==> config.mk <==
export PLATFORM = sky130hd
export DESIGN_NAME = alu_32b
export DESIGN_NICKNAME = d
export VERILOG_FILES = /design/src/rtl/alu_32b.sv
export SDC_FILE = /design/constraint.sdc
export NUM_CORES = 1
export LEC_CHECK = 0
export ABC_CLOCK_PERIOD_IN_PS = 800
export CAP_MARGIN = 30
export CORE_UTILIZATION = 50
export DETAILED_ROUTE_END_ITERATION = 6
export GPL_TIMING_DRIVEN = 1
export PLACE_DENSITY = 0.71
export SLEW_MARGIN = 20
export SYNTH_ARGS = -nofsm -noshare
export SYNTH_HDL_FRONTEND = slang
export SYNTH_SLANG_ARGS = --single-unit
export TNS_END_PERCENT = 100
==> constraint.sdc <==
create_clock -name clk -period 0.8 [get_ports clk]
set_clock_uncertainty 0.2 [all_clocks]
set_input_delay 0.12 -clock clk [delete_from_list [all_inputs] [get_ports clk]]
set_output_delay 0.12 -clock clk [all_outputs]
set_load 0.03 [all_outputs]
==> src/rtl/alu_32b.sv <==
// alu_32b: registered 32-bit integer ALU (AND/ADD/SUB/XOR/NOR/OR/SLT/MULT) for the execute stage.
// Latency: one cycle; the result register captures f(value1, value2, select) on every rising edge.
// Backpressure: none; the unit accepts one operation per cycle and never stalls.
module alu_32b (
  input  logic        clk,
  input  logic        rst_n,
  input  logic [31:0] value1,
  input  logic [31:0] value2,
  input  logic [2:0]  select,
  output logic [31:0] result
);

  localparam logic [2:0] OP_AND  = 3'b000;
  localparam logic [2:0] OP_ADD  = 3'b001;
  localparam logic [2:0] OP_SUB  = 3'b010;
  localparam logic [2:0] OP_XOR  = 3'b011;
  localparam logic [2:0] OP_NOR  = 3'b100;
  localparam logic [2:0] OP_OR   = 3'b101;
  localparam logic [2:0] OP_SLT  = 3'b110;
  localparam logic [2:0] OP_MULT = 3'b111;

  logic [31:0] result_d;
  logic [31:0] result_q;
  logic [32:0] diff_ext;
  logic        lt_signed;
  logic [31:0] prod_lo;

  // Shared datapath terms: sign-extended difference for SLT, low product word for MULT.
  always_comb begin
    // One extra bit keeps the true sign even when the 32-bit subtraction overflows,
    // so the most-negative vs most-positive comparison resolves correctly.
    diff_ext  = {value1[31], value1} - {value2[31], value2};
    lt_signed = diff_ext[32];
    // The low word of a product is the same for signed and unsigned operands,
    // so a 32x32 -> 32 multiply is sufficient.
    prod_lo   = value1 * value2;
  end

  // Next-result selection: pure function of the current operands and opcode.
  always_comb begin
    result_d = 32'h0000_0000;
    case (select)
      OP_AND:  result_d = value1 & value2;
      OP_ADD:  result_d = value1 + value2;
      OP_SUB:  result_d = value1 - value2;
      OP_XOR:  result_d = value1 ^ value2;
      OP_NOR:  result_d = ~(value1 | value2);
      OP_OR:   result_d = value1 | value2;
      OP_SLT:  result_d = {31'd0, lt_signed};
      OP_MULT: result_d = prod_lo;
      default: result_d = 32'h0000_0000;
    endcase
  end

  // Result register; asynchronous reset clears it immediately.
  always_ff @(posedge clk or negedge rst_n) begin
    if (!rst_n) begin
      result_q <= 32'h0000_0000;
    end else begin
      result_q <= result_d;
    end
  end

  assign result = result_q;

endmodule

# ---- Word level (Yosys, flattened, before mapping)
# Index checks and enable logic that the tools add are counted.
dict set report word_totals {
  in_bits 69
  output_inout_bits 32
  word_cells 18
  regBits 32
}
dict set report classes {
  muxes 1
  addsub 3
  n_reduce_logical 1
  n_eq_ne 7
  n_mul 1
  bitwise 4
}
# op count
set ops {}
lappend ops {{$pmux 32 s8} 1}
lappend ops {{$sub 32x32->33} 1}
lappend ops {{$add 32x32->32} 1}
lappend ops {{$and 32x32->32} 1}
lappend ops {{$mul 32x32->32} 1}
lappend ops {{$not 32->32} 1}
lappend ops {{$or 32x32->32} 1}
lappend ops {{$sub 32x32->32} 1}
lappend ops {{$xor 32x32->32} 1}
lappend ops {{$eq 3x3->1 const B} 4}
lappend ops {{$eq 3x2->1 const B} 2}
lappend ops {{$eq 3x1->1 const B} 1}
lappend ops {{$logic_not 3->1} 1}

# ---- Logic depth before layout (Yosys ltp)
dict set report logic_depth {
  ltp_word 3
  mapped_depth 28
  mapped_depth_nobuf 26
}

# ---- Worst setup path before layout
# OpenSTA, ideal clock, no wires.
dict set report synth_timing {
  path_kind {input-to-reg}
  startpoint {input port value2[2]}
  endpoint {register result_q[29] (netlist: result[29])}
  path_slack_ns -6.371
  required_time_ns 0.523
  t_arrival_ns 6.894
  setup_time_ns 0.077
  path_buffers 2
  stages 26
  path_cell_list {clkbuf_1 -> inv_2 -> clkbuf_1 -> nor2_1 -> fa_1 -> inv_1 -> fa_1 -> fa_1 -> fa_1 -> inv_1 -> fa_1 -> inv_1 -> fa_1 -> inv_1 -> fa_1 -> fa_1 -> ha_1 -> nand2_1 -> o211ai_1 -> o211ai_1 -> nand3b_1 -> o21a_1 -> a211oi_1 -> or4b_2 -> and3_1 -> a21oi_1}
}
dict set report synth_between {
  elab_chain_len 2
  elab_cells_between_ends 4
  classes_between {2 x add/sub; 1 x mul; 1 x mux}
}
# item line
set synth_lines {}
lappend synth_lines {{start, declared} 8} ;# input logic [31:0] value2,
lappend synth_lines {{$mul 32x32->32, or another cell as far along} 36} ;# prod_lo = value1 * value2;
lappend synth_lines {{$pmux 32 s8 (*)} 42} ;# case (select)
lappend synth_lines {{net result_d[29]} 22} ;# logic [31:0] result_d;
lappend synth_lines {{end signal, assigned} 60} ;# result_q <= result_d;
lappend synth_lines {{end, declared} 23} ;# logic [31:0] result_q;
# The timed path passes the listed nets; every way through them passes the cells marked *.

# ---- Worst setup path in the final report
dict set report layout_timing {
  startpoint {input port value2[7]}
  endpoint {register result_q[29] (netlist: result[29])}
}
# Same word-level chain as after synthesis.

==> metrics.cfg <==
[run_status]
status=finished, violations left
violations=setup timing

[run]
drv_cap=0

[floorplan]
initial_core_util=0.507
die_w_um=208
io_pins=101
dieArea_um2=43400
core_um2=41900
rows=75
fp.dieH_um=208

[routing]
first_pass_iters=6
wirelength_mm=101
routedWlPerCell_um=26.5
drcViolationCount=0
vias=22300
drt_iter0_markers=2415
vias_per_cell=5.84
drt.antenna.violating_nets=0

[synth]
syn-instance-count=2596
yosys.area.top_type=fa_1
syn-mean-instance-area_um2=8.19
ys_warn_count=0
synthesis.nets=3324
ys_ff_latch=32
synth.top_cell.area_share=0.385
synth.distinct_cells=74
synthTopCellsByArea=fa_1 (39%), ha_1 (15%), inv_1 (8.1%), nor2_1 (7.1%), nand2_1 (4.9%)
synth-async-reset-ratio=1.00
seq_area_frac_synth=0.0377
synth_area_um2=21300
synthFlopType=dfrtp_1
synth-edff-count=0

[critical_path]
path_max_fanout=5
cp.arrival_ps=6870
worstSetupEndpointType=register
path_class=input pin to register
cp-start-kind=input pin
worst_ep_required_time_ps=820

[final_layout]
fin_util=0.749
drive_gt1_frac=0.367
syn2layout_area_growth_pct=47.8
largest_reg_flops=32
fillers=2966
fin_nets=4008

[global_routing]
grt_first_pass_wirelength_mm=146
grt_pass1_vias=23800
gr-total-overflow=0
grt_max_degree=60
antenna_found_initial=2
grt_usage=0.465

[timing]
relSlewSlack=0.481
finalSetupViolCount=64
fin_ws_ps=-6050
timing.hold.ws_ps=126
worstMarginPinSlew_ps=778
clock.fmax_mhz=146
hold_violations=0
post-route-min-period_ps=6850
slew_violations=0
tns_ps=-166410
fin_crit_sh=8.56
rsz0062_at_grt=yes

[clock_network]
h-tree-depth=2
cts.sinks=32
clock-root-buffer=clkbuf_16
cts_buffers=5
cts_tree=yes
clkTransAtPathRegs_ps=70
clock_path_buffers=2

[place]
place_congestion=1.06
io_buffers=100
dp_hpwl_mm=80.6

[hold_path]
hold_path_class=input pin to async pin

final timing paths:
| kind | end | slack, ps | from |
|---|---|---|---|
| setup / recovery | result[29]$_DFF_PN0_ | -6050 | value2[7] |
| hold / removal | result[16]$_DFF_PN0_ | 130 | rst_n |
| max in group asynchronous | result[13]$_DFF_PN0_ | 70 | rst_n |
| min in group clk | result[2]$_DFF_PN0_ | 380 | select[0] |
stage by stage:
step | instances | area [µm²] | setup slack (ps)
6_report | 3822 | 31400 | -6050
3_3_place_gp | 3687 | 27700 | -6880
2_1_floorplan | 2596 | 22400 | -5890
4_1_cts | 3779 | 30400 | -5940
5_1_grt | 3821 | 31400 | -6200
3_5_place_dp | 3687 | 27700 | -6950
routing by layer:
metal	GRT usage	routed length, µm	vias to the layer above
li1	-	-	9489
met1	0.568	35800	11000
met2	0.727	45000	1389
met3	0.110	11500	419
met4	0.324	9210	2
met5	0	16	-
logic make-up after synthesis:
family	share of synthesized area
simple gates	0.155
fa+ha+maj	0.533
buf+inv	0.106
compound gates	0.110
xor+xnor	0.0534
flops	0.0377
mux	0.00571
synthesized netlist by cell type (24+ instances only):
master	instances
clkbuf_1	103
dfrtp_1	32
ha_1	250
inv_1	456
xnor2_1	101
o21ai_0	63
xor2_1	26
nor2_1	403
a21oi_1	116
nand3_1	24
fa_1	409
nand2_1	276
worst max-delay path, cell delays in order:
cell      delay [ps]
buf_4            150
inv_6             60
buf_4            150
nor2_4           110
fa_2             470
fa_2             390
fa_1             520
inv_1             50
fa_1             520
inv_2             40
fa_1             490
inv_1             70
fa_1             500
inv_2             40
fa_2             530
fa_2             460
ha_4             350
nand2_4           60
o211ai_1         170
o211ai_1         160
buf_4            180
nand3b_1         110
o21a_4           220
a211oi_4          90
or4b_4           540
and3_4           170
a21oi_2          130
layout make-up:
class                           instances  area (µm²)  share of cell area
Clock inverter                          1        30.0            0.000956
Timing Repair inverter                  1        16.3            0.000518
Multi-Input combinational cell       1962       20500               0.652
Clock buffer                            7         153             0.00486
Timing Repair Buffer                  797        7230               0.230
Inverter                              481        2020              0.0642
Tap cell                              539         674              0.0215
Antenna cell                            2        5.00            0.000159
Sequential cell                        32         803              0.0256
cell usage in the layout (no fill, tap or decap), types with 21 or more instances in the layout:
master   netlist  final
ha_4           0     62
nand2_1      276    263
buf_6          0    107
nor2_4         0     26
fa_2           0     57
xnor2_1      101     87
nor2_1       403    317
o21ai_0       63     39
buf_4          0    570
buf_12         0     51
ha_1         250    183
fa_1         409    352
a21o_1        21     21
a21oi_2        0     24
dfrtp_1       32     30
nor2_2         0     60
a21oi_1      116     81
xor2_1        26     23
inv_1        456    394
inv_2          6     43
repair_timing:
action	in CTS	in global routing
pin swaps	197	150
cloned	1	1
gates resized for setup	573	233
endpoints found under the setup margin	64	64
hold buffers	1	0
endpoints found under the hold margin	32	0
buffers inserted	92	52
Power is left out: the tool's default activity adds up to more than one toggle a clock period on the data nets, which glitch-free logic cannot reach.
